**config.mk**
```make
export PLATFORM = sky130hd
export DESIGN_NAME = inst_fetch
export DESIGN_NICKNAME = d
export VERILOG_FILES = /design/src/rtl/inst_pkg.sv /design/src/rtl/pc_next.sv /design/src/rtl/inst_fetch.sv
export SDC_FILE = /design/constraint.sdc
export NUM_CORES = 1
export LEC_CHECK = 0
export CAP_MARGIN = 20
export CORE_MARGIN = 4
export CORE_UTILIZATION = 44
export DETAILED_ROUTE_END_ITERATION = 7
export GPL_TIMING_DRIVEN = 0
export PLACE_DENSITY = 0.87
export SLEW_MARGIN = 25
export SYNTH_ARGS = -nofsm -noshare
export SYNTH_HDL_FRONTEND = slang
export SYNTH_SLANG_ARGS = --single-unit
```
**constraint.sdc**
```tcl
create_clock -name Clk -period 1.85 [get_ports Clk]
set_input_delay 0.4625 -clock Clk [delete_from_list [all_inputs] [get_ports Clk]]
set_output_delay 0.4625 -clock Clk [all_outputs]
set_load 0.1 [all_outputs]
```
**src/rtl/inst_pkg.sv**
```systemverilog
// Shared definitions for the instruction fetch unit and the decode stage it feeds.
package inst_pkg;
  localparam int A_DEF  = 10;
  localparam int W_DEF  = 9;
  localparam int OW_DEF = 6;
  localparam int CW_DEF = 16;

  typedef enum logic [1:0] {IDLE, RUN, DONE} fetch_state_t;

  // Opcodes live in the top three bits of each 9-bit instruction word.
  localparam logic [2:0] OP_ALU  = 3'b000;
  localparam logic [2:0] OP_LOAD = 3'b001;
  localparam logic [2:0] OP_STOR = 3'b010;
  localparam logic [2:0] OP_BR   = 3'b011;
  localparam logic [2:0] OP_JMP  = 3'b100;
  localparam logic [2:0] OP_HALT = 3'b111;
endpackage

```
**src/rtl/pc_next.sv**
```systemverilog
// Next-PC candidates: the sequential successor, and the redirect target where a jump beats a relative branch.
module pc_next #(
  parameter int A  = 10,
  parameter int OW = 6
) (
  input  logic [A-1:0]         i_pc,
  input  logic [A-1:0]         i_inst_pc,
  input  logic signed [OW-1:0] i_offset,
  input  logic                 i_jump,
  input  logic [A-1:0]         i_target,
  output logic [A-1:0]         o_seq_pc,
  output logic [A-1:0]         o_redir_pc
);
  logic signed [A-1:0] w_off_ext;
  logic [A-1:0]        w_branch_pc;

  // Branches are relative to the instruction being decoded, not the PC; the sum wraps mod 2**A.
  assign w_off_ext   = A'(i_offset);
  assign w_branch_pc = i_inst_pc + $unsigned(w_off_ext);
  assign o_seq_pc    = i_pc + A'(1);
  assign o_redir_pc  = i_jump ? i_target : w_branch_pc;
endmodule

```
**src/rtl/inst_fetch.sv**
```systemverilog
// Instruction fetch: drives the ROM address from the PC and registers the returned word with its PC for decode.
module inst_fetch
  import inst_pkg::*;
#(
  parameter int A  = A_DEF,
  parameter int W  = W_DEF,
  parameter int OW = OW_DEF,
  parameter int CW = CW_DEF
) (
  input  logic                 Clk,
  input  logic                 Reset_n,
  input  logic                 Start,
  output logic [A-1:0]         InstAddress,
  input  logic [W-1:0]         InstIn,
  input  logic                 Stall,
  input  logic                 BranchEn,
  input  logic signed [OW-1:0] Offset,
  input  logic                 JumpEn,
  input  logic [A-1:0]         Target,
  input  logic                 Halt,
  output logic [W-1:0]         Inst,
  output logic [A-1:0]         InstPC,
  output logic                 InstValid,
  output logic                 Done,
  output logic [CW-1:0]        CycleCount
);
  fetch_state_t  r_state, w_state_nxt;
  logic [A-1:0]  r_pc, w_pc_nxt;
  logic [A-1:0]  r_inst_pc, w_inst_pc_nxt;
  logic [W-1:0]  r_inst, w_inst_nxt;
  logic          r_valid, w_valid_nxt;
  logic          r_done, w_done_nxt;
  logic [CW-1:0] r_cyc, w_cyc_nxt;
  logic [A-1:0]  w_seq_pc, w_redir_pc;

  pc_next #(.A(A), .OW(OW)) u_pc_next (
    .i_pc       (r_pc),
    .i_inst_pc  (r_inst_pc),
    .i_offset   (Offset),
    .i_jump     (JumpEn),
    .i_target   (Target),
    .o_seq_pc   (w_seq_pc),
    .o_redir_pc (w_redir_pc)
  );

  always_comb begin
    w_state_nxt   = r_state;
    w_pc_nxt      = r_pc;
    w_inst_pc_nxt = r_inst_pc;
    w_inst_nxt    = r_inst;
    w_valid_nxt   = r_valid;
    w_done_nxt    = r_done;
    w_cyc_nxt     = r_cyc;
    case (r_state)
      IDLE: begin
        w_pc_nxt    = '0;
        w_valid_nxt = 1'b0;
        if (Start) begin
          w_state_nxt = RUN;
          w_cyc_nxt   = '0;
        end
      end
      RUN: begin
        w_cyc_nxt = (r_cyc == '1) ? r_cyc : r_cyc + CW'(1);
        // Control inputs describe the word in Inst, so they only count while it is live.
        if (r_valid && Halt) begin
          w_state_nxt = DONE;
          w_valid_nxt = 1'b0;
          w_done_nxt  = 1'b1;
        end else if (r_valid && (JumpEn || BranchEn)) begin
          w_pc_nxt    = w_redir_pc;
          w_valid_nxt = 1'b0;
        end else if (!Stall) begin
          w_inst_nxt    = InstIn;
          w_inst_pc_nxt = r_pc;
          w_valid_nxt   = 1'b1;
          w_pc_nxt      = w_seq_pc;
        end
      end
      DONE: begin
        w_valid_nxt = 1'b0;
        w_done_nxt  = 1'b1;
        if (Start) begin
          w_state_nxt = RUN;
          w_pc_nxt    = '0;
          w_cyc_nxt   = '0;
          w_done_nxt  = 1'b0;
        end
      end
      default: w_state_nxt = IDLE;
    endcase
  end

  always_ff @(posedge Clk) begin
    if (!Reset_n) begin
      r_state   <= IDLE;
      r_pc      <= '0;
      r_inst_pc <= '0;
      r_inst    <= '0;
      r_valid   <= 1'b0;
      r_done    <= 1'b0;
      r_cyc     <= '0;
    end else begin
      r_state   <= w_state_nxt;
      r_pc      <= w_pc_nxt;
      r_inst_pc <= w_inst_pc_nxt;
      r_inst    <= w_inst_nxt;
      r_valid   <= w_valid_nxt;
      r_done    <= w_done_nxt;
      r_cyc     <= w_cyc_nxt;
    end
  end

  assign InstAddress = r_pc;
  assign Inst        = r_inst;
  assign InstPC      = r_inst_pc;
  assign InstValid   = r_valid;
  assign Done        = r_done;
  assign CycleCount  = r_cyc;
endmodule

```
# Yosys cells after proc, flatten, opt, wreduce, memory -nomap -nowiden

Cells that the tools add are included.

Logic and storage cells: 56
Output and inout port bits: 47
Input bits: 32
Flip-flop bits (word level): 49

Reduce and logical (&&, ||, !) cells: 14
Add/sub/neg operators: 3
Bitwise operators: 3
Mux-type cells: 19
Equality and inequality tests: 10

Operator list:

| operator                | number |
|---|---|
| $mux W10                | 5 |
| $mux W16                | 2 |
| $pmux W16 S2            | 1 |
| $pmux W10 S3            | 1 |
| $add A16 B1 Y16 const B | 1 |
| $eq A16 B16 Y1 const B  | 1 |
| $add A10 B1 Y10 const B | 1 |
| $add A10 B10 Y10        | 1 |
| $ne A2 B2 Y1 const B    | 4 |
| $reduce_and A4 Y1       | 2 |
| $reduce_and A2 Y1       | 3 |
| $mux W1                 | 5 |
| $mux W2                 | 2 |
| $ne A4 B4 Y1 const B    | 1 |
| $pmux W1 S2             | 2 |
| $pmux W2 S2             | 1 |
| $reduce_bool A2 Y1      | 2 |
| $ne A3 B3 Y1 const B    | 1 |
| $not A1 Y1              | 3 |
| $reduce_and A3 Y1       | 1 |
| $reduce_bool A3 Y1      | 1 |
| $eq A2 B1 Y1 const B    | 1 |
| $eq A2 B2 Y1 const B    | 1 |
| $logic_and A1 B1 Y1     | 2 |
| 4 further kinds         | 4 |

# Depth between registers and ports, before layout

Gate-level depths: netlist (run 1).

Depth after elaboration: 5
Mapped depth: 8
Mapped depth without buffers: 8

# Hierarchy

Synthesis (run 1) repeated with hierarchy kept, for this count alone.

Cells, all modules: 386
Area, all modules: 3301.9 µm²

By module, submodules not included:

| module     | seq. area each (µm²) | area each (µm²) | cells an instance | times used |
|---|---|---|---|---|
| inst_fetch | 980.9                | 2563.7          | 283               | 1 |
| pc_next    | 0.0                  | 738.2           | 103               | 1 |

# Worst setup path after synthesis (run 1)

OpenSTA, ideal clock, no wires.

Kind: flip-flop to flip-flop
From: register r_pc[0], in the netlist InstAddress[0]
To: register r_pc[8], in the netlist InstAddress[8]
Library setup time: 0.076 ns
Data required time: 1.774 ns
Setup slack: -0.637 ns
Buffers on the path: 0
Arrival time: 2.412 ns
Period minus slack after synthesis: 2.487 ns
Stages on the path, launching flop included: 7
Cell sequence: dfxtp_1 ha_1 nand3_1 or4b_1 a31oi_1 a31oi_1 a31oi_1

Cells in the longest elaborated chain, start to end: 5

Ends and longest elaborated chain:

| element                  | line              | source |
|---|---|---|
| start: declaration       | inst_fetch.sv:28  | `logic [A-1:0] r_pc, w_pc_nxt;` |
| start signal: assignment | inst_fetch.sv:105 | `r_pc <= w_pc_nxt;` |
| $add A10 B1 Y10          | pc_next.sv:20     | `assign o_seq_pc = i_pc + A'(1);` |
| $mux W10                 | inst_fetch.sv:73  | `end else if (!Stall) begin` |
| $mux W10                 | inst_fetch.sv:70  | `end else if (r_valid && (JumpEn \|\| BranchEn)) begin` |
| $mux W10                 | inst_fetch.sv:66  | `if (r_valid && Halt) begin` |
| $pmux W10 S3             | inst_fetch.sv:54  | `case (r_state)` |

No other way between the ends. The select of a mux whose other input is x is not followed.
A chain may end at the register's enable or synchronous reset.

# Final worst setup path (run 1)

From: input Start
To: register r_cyc[4], in the netlist CycleCount[4]

Cells in the longest elaborated chain, start to end: 2

Ends and longest elaborated chain:

| element                     | line              | source |
|---|---|---|
| start: declaration          | inst_fetch.sv:12  | `input logic Start,` |
| $ne A2 B1 Y1 (no line)      | -                 |  |
| $reduce_and A3 Y1 (no line) | -                 |  |
| end signal: assignment      | inst_fetch.sv:110 | `r_cyc <= w_cyc_nxt;` |
| end: declaration            | inst_fetch.sv:33  | `logic [CW-1:0] r_cyc, w_cyc_nxt;` |

No other way between the ends.

==> reports/results.tsv, run 1 <==
stage	metric	value	unit
synth	synth_edf_count	0	
drt	m1WireLength	3.88	mm
worst_setup_path	worst_path_max_stage_delay	0.49	ns
power	power.share.combinational	0.195	
drt	met2_wirelength	4.23	mm
clock_network	cts_num_sinks	49	
outcome	status	finished, final reports clean	
place	gp_congestion	0.871	
synth	synth_largest_area_cell	sky130_fd_sc_hd__dfxtp_1	
synth	post_syn_area_per_cell	8.17	µm²
timing	timing.final.hold_violations	0	
global_route	antenna_found_initial	0	
floorplanning	pin_count	79	
clock_network	cts_max_level	2	
synth	yosys.area_share.adder	0.0532	
floorplanning	die-width	90.1	µm
floorplanning	placeableCoreArea	6460	µm²
drt	detailed_route_wire_length_per_cell	17.0	µm
final_layout	num-nets-final	498	
power	total_leakage_power	0.00151	µW
place	port-buffer-count	78	
floorplanning	placement_rows	29	
power	p_int	1660	µW
final_layout	final_design_area_no_fill	4340	µm²
drt	drt_wl_total	9.06	mm
worst_setup_path	worst-endpoint-arrival	2.08	ns
timing	unrepaired_setup_endpoints_after_global_routing	yes	
timing	final_setup_fails	0	
floorplanning	die-area	8110	µm²
synth	synth_sequential_area_ratio	0.331	
global_route	grt_max_degree	16	
synth	main_combinational_cell_family_by_area_after_synthesis	simple AND/OR/NAND/NOR gates	
power	power.density	539	nW/µm²
timing	timing.fmax	0.543	GHz
drt	vias	3116	
worst_setup_path	timing.critical_path.cells	clkdlybuf4s50_1, nor2b_4, buf_6, nor2_1, a21o_1, or3_1, a21oi_1	
drt	detail_route.iter0.violations	277	
run	drv_cap	0	
timing	worst_slew_pin_slew	0.563	ns
place	placed_area	3980	µm²
synth	yosys.area.top_type_share	0.331	
worst_setup_path	critPathLaunchType	primary input	
timing	timing_max_transition_violations_final	0	
timing	finClkSkew	0.0134	ns
power	clkPwrFrac	0.350	
worst_setup_path	worst-endpoint-required	2.09	ns
worst_setup_path	worst_path_fanout_max	6	
synth	complex_gate_fraction_of_the_synthesized_area	0.247	
power	p_switching	681	µW
synth	synthesized_instance_count	363	
clock_network	cts-hold-fix-buffers	0	
place	number_of_cells_after_detailed_placement	518	
clock_network	clk_pin_slew_worst_paths	0.10	ns
synth	ys_warns	0	
clock_network	ctsRootBufferMaster	sky130_fd_sc_hd__clkbuf_8	
drt	firstDrtPassIters	5	
timing	setup_tns	0	ns
worst_setup_path	timing.setup.critical_path_class	primary input to flop	
power	seqPwrFrac	0.456	
timing	max-slew-margin-rel	0.623	
synth	ys.flop_type	sky130_fd_sc_hd__dfxtp_1	
synth	ys_seq_elements	49	
drt	drt-vias-per-instance	5.86	
floorplanning	initial_cell_density_of_the_core	0.459	
final_layout	post_layout_nonfiller_instances	532	
synth	synth.lib_cells_used.distinct	60	
timing	layout_worst_path_cycle_share	0.995	
drt	route.detailed.drc	0	
synth	ys_async_sr_fraction	0	
worst_setup_path	end_kind	flop	
synth	netlist_top_cells_count	62 x sky130_fd_sc_hd__nand2_1, 49 x sky130_fd_sc_hd__dfxtp_1, 25 x sky130_fd_sc_hd__nor2_1, 21 x sky130_fd_sc_hd__a21boi_0, 16 x sky130_fd_sc_hd__xnor2_1	
synth	yosysMostFrequentCell	sky130_fd_sc_hd__nand2_1	
global_route	track_usage	0.213	
worst_setup_path	critical-path-slowest-cell	sky130_fd_sc_hd__clkdlybuf4s50_1	
synth	yosys.area_share.xor_xnor	0.0532	
synth	postSynthNetCount	407	
global_route	first_global_vias	2947	
worst_hold_path	min_path_type	flop to flop	
synth	synthSimpleGateAreaFrac	0.256	
drt	wl_met3	729	µm
power	power.ir.vdd_worst	0.000375	V
final_layout	insertedDiodeCount	0	
place	dpl.hpwl	6.50	mm
synth	yosys-top-cells-area	sky130_fd_sc_hd__dfxtp_1 33%, sky130_fd_sc_hd__nand2_1 7.9%, sky130_fd_sc_hd__a21boi_0 5.3%	
clock_network	cts_tree	yes	
timing	timing.final.crit_period	1.84	ns
floorplanning	chipHeight	90.1	µm
drt	detail-route-antenna-nets	0	
synth	synthesis.area	2960	µm²
clock_network	cts-root-to-sink-buffers	2	
clock_network	clock_insertion_delay_worst_skew	0.31	ns
timing	fin_hold_ws	0.472	ns
final_layout	layout-drive-gt1-share	0.321	
global_route	globalRoute.totalOverflow	0	
drt	highest_metal_layer_with_signal_wires	met4	
clock_network	cts_made_buffers	5	
final_layout	synthToLayoutAreaGrowth	46.4	%
global_route	wire_length_of_the_first_global_routing_pass	14.5	mm
power	power.switching_fraction	0.291	
synth	synth.area.mux_share	0.0173	
## cell type report
| type | instances | area, µm² |
|---|---|---|
| flip-flops and latches | 49 | 1080 |
| clock buffers | 6 | 82.6 |
| clock inverters | 2 | 36.3 |
| multi-input cells | 286 | 2000 |
| well taps | 77 | 96.3 |
| fillers | 536 | 2120 |
| repair buffers | 85 | 895 |
| inverters | 10 | 37.5 |
| plain buffers | 17 | 114 |
## metrics by stage
step / power (µW) / util / worst slack (ns)
after floorplan: 1360 / - / -0.0222
after global placement: 1510 / 0.617 / -0.624
after detailed placement: 1520 / 0.617 / -0.648
after CTS: 2330 / 0.659 / -0.0150
after global routing: 2420 / 0.672 / -0.0553
final: 2340 / 0.672 / 0.00917
## placed cells by master (no fill, tap or decap), types with 7 or more instances in the layout
master	count
sky130_fd_sc_hd__a211oi_1	9
sky130_fd_sc_hd__dfxtp_4	22
sky130_fd_sc_hd__dfxtp_1	12
sky130_fd_sc_hd__xnor2_1	16
sky130_fd_sc_hd__nor2_1	25
sky130_fd_sc_hd__o21ai_0	13
sky130_fd_sc_hd__clkdlybuf4s15_2	48
sky130_fd_sc_hd__dfxtp_2	15
sky130_fd_sc_hd__a21o_1	7
sky130_fd_sc_hd__nand3_1	13
sky130_fd_sc_hd__nand2_1	62
sky130_fd_sc_hd__clkdlybuf4s50_1	23
sky130_fd_sc_hd__inv_1	9
sky130_fd_sc_hd__buf_4	12
sky130_fd_sc_hd__a21boi_0	21
sky130_fd_sc_hd__a21oi_1	13
## critical path: cells and delay by family
| kind | cells | cell delay (ns) |
|---|---|---|
| compound gates | 2 | 0.33 |
| buf+inv | 2 | 0.63 |
| simple gates | 3 | 0.65 |
## routing by layer
metal,GRT usage,vias to the layer above
met5,0,-
met4,0.0727,0
met3,0.0509,20
met2,0.342,143
met1,0.280,1460
li1,-,1493
## logic make-up after synthesis
family	after synthesis
xor gates and xnor gates	18
AOI/OAI and AO/OA	100
buffers and inverters	28
muxes	5
DFF	49
and+or+nand+nor	151
adders and majority gates	12
## state kept, by name, summed over array words and instances (netlist names)
| signal | count |
|---|---|
| CycleCount | 16 |
| Done | 1 |
| Inst | 9 |
| InstAddress | 10 |
| InstPC | 10 |
| InstValid | 1 |
| r_state | 2 |
## power by group through the flow
stage	Clock (µW)	Sequential, µW	Combinational (µW)
finish	818	1070	455
floorplan	0	1190	161
detailed placement	0	1090	428
CTS	827	1060	442
global placement	0	1090	419
global route	867	1070	484
## path summary, 6_finish.rpt
| kind | start | to | slack, ns | depth (start not counted) |
|---|---|---|---|---|
| setup / recovery | Start | CycleCount[4] | 0.009 | 7 |
| hold / removal | Inst[6] | Inst[6] | 0.47 | 2 |
| setup reg to reg | InstPC[0] | InstAddress[8] | 0.02 | 8 |
| hold reg to reg | Inst[6] | Inst[6] | 0.47 | 2 |
## timing repair
item	in CTS	in global routing
resized for setup	173	19
cloned	1	0
pin swaps	11	16
endpoints found under the setup margin	87	31
setup buffers	1	5
Note: power is estimated with default switching activity, not from simulation.
==> run 2: changes to the inputs <==
CORE_ASPECT_RATIO = 0.7   (was default)
==> run 2 against run 1 <==
Compared with the run above:
- the run now ends with setup timing left
- power fell by 1.8%
- sequential share of layout area shrank 0.22 points
- die area is 0.26% higher
- clock power shrank 5.9%
- final area is 0.78% higher
- global-route usage up 1.8 points
- worst setup slack got worse by 0.023 ns
- critical endpoint is now InstAddress[9]
==> reports/results.tsv, run 2 (synthesized netlist as in run 1, its figures left out) <==
stage	metric	value	unit	change
floorplanning	placeableCoreArea	6370	µm²	-1.4%
floorplanning	initial_cell_density_of_the_core	0.466		+0.00667
timing	fin_ws	-0.0139	ns	-0.0230 ns
drt	drt-vias-per-instance	5.85		-0.15%
worst_setup_path	critPathLaunchType	flop		
clock_network	cts-root-to-sink-buffers	2		unchanged
drt	detail_route.iter0.violations	241		-13%
worst_setup_path	end_kind	flop		
timing	final_setup_fails	1		+1
global_route	first_global_vias	3084		+4.6%
timing	finClkSkew	0.00914	ns	-0.00422 ns
clock_network	cts_max_level	2		unchanged
worst_setup_path	timing.critical_path.cells	ha_1, a21o_1, nand4_1, a211o_1, and4_1, a211oi_2		
worst_setup_path	timing.setup.critical_path_class	flop to flop		
power	design_power_total	2300	µW	-1.8%
drt	route.detailed.drc	0		unchanged
final_layout	most_common_library_cell_in_the_layout_ignoring_fill_and_taps	sky130_fd_sc_hd__nand2_1		
clock_network	cts_made_buffers	5		unchanged
final_layout	utilization	0.687		+0.0151
worst_hold_path	min_path_type	flop to flop		
drt	drt_wl_total	9.71	mm	+7.1%
global_route	use_met2	0.379		+0.0370
drt	detailed_route_wire_length_per_cell	17.7	µm	+4.0%
global_route	grt_util_met3	0.0487		-0.00226
floorplanning	die-area	8130	µm²	+0.26%
power	power.density	525	nW/µm²	-2.6%
global_route	grt_util_met1	0.309		+0.0282
place	place_worst_setup_slack	-0.639	ns	+0.00865 ns
clock_network	cts_num_sinks	49		unchanged
outcome	failed_checks	setup timing		
floorplanning	placement_rows	24		-17%
drt	detail-route-antenna-nets	0		unchanged
timing	timing_max_transition_violations_final	0		unchanged
timing	timing.final.crit_period	1.86	ns	+0.0230 ns
global_route	grt_max_degree	15		-1
timing	layout_worst_path_cycle_share	1.01		+0.0125
clock_network	clock_insertion_delay_worst_skew	0.31	ns	about the same
drt	vias	3205		+2.9%
worst_setup_path	worst-endpoint-arrival	2.11	ns	+0.03 ns
timing	timing.final.hold_violations	0		unchanged
clock_network	ctsRootBufferMaster	sky130_fd_sc_hd__clkbuf_8		
worst_setup_path	critical-path-slowest-cell	sky130_fd_sc_hd__a211o_1		
clock_network	cts_tree	yes		
clock_network	clk_pin_slew_worst_paths	0.10	ns	about the same
final_layout	largest_register_ffs	16		unchanged
timing	max-slew-margin-rel	0.628		+0.00452
place	dpl.hpwl	6.88	mm	+5.8%
worst_setup_path	worst_path_max_stage_delay	0.38	ns	-0.11 ns
global_route	globalRoute.totalOverflow	0		unchanged
global_route	grt_most_used_layer	met2		
power	total_leakage_power	0.00152	µW	+0.40%
global_route	antenna_found_initial	0		unchanged
floorplanning	die-width	106	µm	+18%
final_layout	layout-drive-gt1-share	0.328		+0.00735
place	gp_congestion	0.901		+3.4%
place	port-buffer-count	78		unchanged
timing	timing.fmax	0.537	GHz	-1.2%
outcome	status	complete, but fails checks		
run	drv_cap	0		unchanged
drt	firstDrtPassIters	5		unchanged
floorplanning	chipHeight	76.7	µm	-15%
final_layout	most-common-layout-cells	62 x sky130_fd_sc_hd__nand2_1, 47 x sky130_fd_sc_hd__clkdlybuf4s15_2, 25 x sky130_fd_sc_hd__nor2_1		
worst_setup_path	worst_path_fanout_max	4		-2
global_route	track_usage	0.231		+0.0177
global_route	wire_length_of_the_first_global_routing_pass	15.4	mm	+6.9%
worst_setup_path	worst-endpoint-required	2.09	ns	about the same
floorplanning	pin_count	79		unchanged
final_layout	synthToLayoutAreaGrowth	47.6	%	
final_layout	num-nets-final	500		+0.40%
timing	unrepaired_setup_endpoints_after_global_routing	yes		
final_layout	insertedDiodeCount	0		unchanged
power	power.ir.vdd_worst	0.000335	V	-10%
timing	worst_slew_pin_slew	0.561	ns	-0.00168 ns
-- run 2: changes by cell type in the layout (fill, tap and decap cells not counted), moves of 2 or more --
cell	delta
sky130_fd_sc_hd__a21boi_1	+2
sky130_fd_sc_hd__a21boi_0	-2
sky130_fd_sc_hd__clkbuf_1	+2
sky130_fd_sc_hd__a211oi_1	-2
sky130_fd_sc_hd__buf_4	+2
sky130_fd_sc_hd__a211oi_2	+2
-- run 2: timing repair --
| item | 4_1_cts | 5_1_grt |
|---|---|---|
| setup endpoints to repair | 86 | 45 |
| buffers inserted | 5 | 4 |
| gates cloned | 0 | 0 |
| resized for setup | 172 | 28 |
| pin swaps | 11 | 8 |
| hold buffers | 0 | 0 |
-- run 2: final cells by class --
type / count / area (µm²)
sequential: 49 / 1080
inverter: 10 / 37.5
clock buffer: 8 / 111
tap: 91 / 114
timing repair buffer: 87 / 897
fill: 521 / 1990
buffer: 17 / 116
multi-input combinational: 286 / 2020
-- run 2: worst paths after layout --
check,end,slack (ns),start,depth (start not counted)
max,InstAddress[9],-0.01,InstPC[1],6
min,Inst[3],0.47,Inst[3],2
max reg2reg,InstAddress[9],-0.01,InstPC[1],6
min reg2reg,Inst[3],0.47,Inst[3],2
-- run 2: critical path: cells and delay by family (launching register included) --
kind,cells,cell delay (ns)
AO/OA/AOI/OAI,3,0.67
AND/OR/NAND/NOR,2,0.48
flip-flops,1,0.37
adder cells (fa/ha/maj),1,0.28
-- run 2: metrics by stage --
stage / cells / hold slack (ns) / instance area [µm²] / setup TNS (ns)
after floorplan: 363 / 0.467 / 3110 / -0.0222
after detailed placement: 532 / 0.463 / 4000 / -23.61
after global routing: 548 / 0.504 / 4370 / -0.0831
after global placement: 532 / 0.450 / 4000 / -22.65
after CTS: 545 / 0.478 / 4300 / 0
final: 548 / 0.471 / 4370 / -0.0139
-- run 2: report_power, final --
| part | internal [µW] | total, µW | switching [µW] |
|---|---|---|---|
| Combinational | 174 | 461 | 286 |
| Clock | 387 | 770 | 382 |
| Sequential | 1040 | 1070 | 22.1 |
-- run 2: routing by layer --
layer | part of all wire | routed length (µm)
met1 | 0.44 | 4260
met2 | 0.46 | 4490
met3 | 0.080 | 774
met4 | 0.019 | 188
met5 | 0 | 0
==> run 3: changes to the inputs <==
CELL_PAD_IN_SITES_DETAIL_PLACEMENT = 2   (was default)
CELL_PAD_IN_SITES_GLOBAL_PLACEMENT = 2   (was default)
CORE_UTILIZATION = 29   (was 44)
CTS_BUF_LIST = sky130_fd_sc_hd__clkbuf_8   (was default)
PLACE_DENSITY = 0.93   (was 0.87)
clock period = 1.8 ns   (was 1.85 ns; I/O delays follow)
==> run 3 against run 2 <==
Compared with the run above:
- the run still ends with setup timing left
- routed wire length grew 49%
- non-clock buffer count grew 5
- global-route usage grew 0.084 points
- maximum frequency shrank 4.6%
- utilization shrank 23 points
- largest cell class unchanged
- largest power group unchanged
==> reports/results.tsv, run 3 (synthesized netlist as in run 1, its figures left out) <==
stage	metric	value	unit	change
worst_setup_path	timing.setup.critical_path_class	flop to flop		
timing	unrepaired_setup_endpoints_after_global_routing	yes		
worst_hold_path	hold-path-endpoint	Inst[1]		
floorplanning	die-area	11900	µm²	+47%
global_route	grt_max_degree	15		unchanged
power	power.share.combinational	0.220		+0.019
worst_setup_path	worst_path_max_stage_delay	0.36	ns	-0.02 ns
worst_setup_path	reg2reg_from	InstPC[0]		
timing	timing.fmax	0.512	GHz	-4.6%
worst_setup_path	critical-path-slowest-cell	sky130_fd_sc_hd__dfxtp_4		
final_layout	most_common_library_cell_in_the_layout_ignoring_fill_and_taps	sky130_fd_sc_hd__nand2_1		
final_layout	area_taken_by_multi_input_logic_gates	2070	µm²	+2.5%
global_route	first_global_vias	3661		+19%
worst_setup_path	worst_path_fanout_max	3		-1
run	drv_cap	0		unchanged
drt	drt-vias-per-instance	5.75		-1.7%
timing	timing_max_transition_violations_final	0		unchanged
timing	max-slew-margin-rel	0.625		-0.00232
floorplanning	placeableCoreArea	9830	µm²	+54%
drt	drt_wl_total	14.5	mm	+49%
clock_network	clock_insertion_delay_worst_skew	0.33	ns	+0.02 ns
drt	vias	3398		+6.0%
place	dpl.hpwl	8.72	mm	+27%
power	seqPwrFrac	0.463		about the same
final_layout	post_layout_nonfiller_instances	591		+7.8%
worst_setup_path	worst-endpoint-required	2.00	ns	-0.09 ns
clock_network	cts_tree	yes		
floorplanning	pin_count	79		unchanged
floorplanning	chipHeight	92.6	µm	+21%
global_route	wire_length_of_the_first_global_routing_pass	21.3	mm	+38%
place	gp_congestion	0.838		-7.0%
worst_hold_path	hold_start	Inst[1]		
clock_network	ctsRootBufferMaster	sky130_fd_sc_hd__clkbuf_8		
worst_setup_path	end_kind	flop		
power	design_power_total	2350	µW	+2.3%
drt	detailed_route_wire_length_per_cell	24.5	µm	+38%
power	p_switching	799	µW	+16%
final_layout	layout-drive-gt1-share	0.359		+0.0311
floorplanning	die-width	129	µm	+21%
floorplanning	initial_cell_density_of_the_core	0.301		-0.164
timing	fin_hold_ws	0.474	ns	+0.00279 ns
global_route	track_usage	0.232		+0.000836
final_layout	synthToLayoutAreaGrowth	52.1	%	
final_layout	regArea	1100	µm²	+2.2%
power	power.switching_fraction	0.340		+0.0391
drt	detail-route-antenna-nets	0		unchanged
worst_setup_path	worst_r2r_path_depth	8		+2
power	power.density	521	nW/µm²	-0.73%
clock_network	cts_num_sinks	49		unchanged
worst_setup_path	timing.rr.end	InstAddress[8]		
clock_network	cts_made_buffers	5		unchanged
outcome	failed_checks	setup timing		
place	number_of_cells_after_detailed_placement	569		+7.0%
timing	final_setup_fails	6		+5
global_route	globalRoute.totalOverflow	0		unchanged
floorplanning	placement_rows	30		+25%
power	power.ir.vdd_worst	0.000298	V	-11%
worst_setup_path	worst-endpoint-arrival	2.16	ns	+0.05 ns
worst_setup_path	critPathLaunchType	flop		
timing	fin_ws	-0.154	ns	-0.140 ns
power	total_leakage_power	0.00155	µW	+2.1%
clock_network	cts-root-to-sink-buffers	2		unchanged
global_route	antenna_found_initial	0		unchanged
timing	worst_slew_pin_slew	0.564	ns	+0.00350 ns
drt	detail_route.iter0.violations	191		-21%
worst_setup_path	timing.critical_path.cells	ha_4, inv_2, fa_2, nor2b_2, o31a_1, o22ai_2, mux2i_1, a31oi_1		
clock_network	cts_max_level	2		unchanged
worst_setup_path	reg2reg_setup_slack	-0.15	ns	-0.14 ns
outcome	status	complete, but fails checks		
power	p_int	1550	µW	-3.4%
final_layout	most-common-layout-cells	61 x sky130_fd_sc_hd__nand2_1, 42 x sky130_fd_sc_hd__clkdlybuf4s15_2, 31 x sky130_fd_sc_hd__dfxtp_4		
place	port-buffer-count	78		unchanged
worst_hold_path	hold-path-cell-count	2		unchanged
final_layout	largest_register_ffs	16		unchanged
drt	route.detailed.drc	0		unchanged
worst_hold_path	min_path_type	flop to flop		
drt	firstDrtPassIters	5		unchanged
clock_network	clk_pin_slew_worst_paths	0.11	ns	about the same
power	clkPwrFrac	0.317		-0.018
timing	timing.final.crit_period	1.95	ns	+0.0903 ns
clock_network	cts-hold-fix-buffers	0		unchanged
timing	layout_worst_path_cycle_share	1.09		+0.0781
final_layout	fill_cells	1062		+100%
final_layout	num-nets-final	505		+1.0%
timing	timing.final.hold_violations	0		unchanged
timing	finClkSkew	0.0194	ns	+0.0103 ns
-- run 3: cell type report --
class	count	share of cell area
sequential	49	0.245
clock buffer	6	0.0183
antenna	1	0.000555
inverter	10	0.00833
tap	128	0.0355
clock inverter	2	0.00194
timing repair buffer	92	0.203
buffer	17	0.0283
multi-input combinational	286	0.459
-- run 3: power by group through the flow --
stage          sequential [µW]  combinational, µW  clock, µW
2_1_floorplan             1220                168          0
3_3_place_gp              1110                448          0
3_5_place_dp              1110                461          0
4_1_cts                   1080                485        731
5_1_grt                   1090                542        797
6_report                  1090                517        745
-- run 3: per-stage QoR --
step / TNS (ns) / worst slack, ns / util / instance area [µm²]
floorplan: -0.127 / -0.0442 / - / 3150
global placement: -29.59 / -0.674 / 0.416 / 4100
detailed placement: -33.90 / -0.780 / 0.416 / 4100
CTS: -0.0363 / -0.0363 / 0.450 / 4430
global route: -0.974 / -0.274 / 0.458 / 4510
finish: -0.299 / -0.154 / 0.458 / 4510
-- run 3: how the worst max path moves through the flow --
| stage | startpoint | slack (ns) | end |
|---|---|---|---|
| 2_1_floorplan | InstPC[2] | -0.04 | InstAddress[8] |
| 3_3_place_gp | JumpEn | -0.67 | InstAddress[8] |
| 3_5_place_dp | JumpEn | -0.78 | InstAddress[8] |
| 4_1_cts | InstPC[0] | -0.04 | InstAddress[8] |
| 5_1_grt | InstPC[0] | -0.27 | InstAddress[8] |
| 6_report | InstPC[0] | -0.15 | InstAddress[8] |
-- run 3: routing by layer --
layer,GRT usage,share of wire,vias up
li1,-,-,1497
met1,0.295,0.44,1674
met2,0.381,0.46,173
met3,0.0438,0.066,54
met4,0.101,0.039,0
met5,0,0,-
-- run 3: critical path: cells and delay by family (launching register included) --
kind | cells | cell delay, ns
compound gates | 3 | 0.68
fa+ha+maj | 2 | 0.37
flops | 1 | 0.36
mux | 1 | 0.31
simple gates | 1 | 0.06
buf+inv | 1 | 0.05
-- run 3: timing repair --
item	CTS	global route
setup buffers	10	3
gates resized for setup	189	33
pin swaps	20	11
setup endpoints to repair	93	44
cloned	1	0
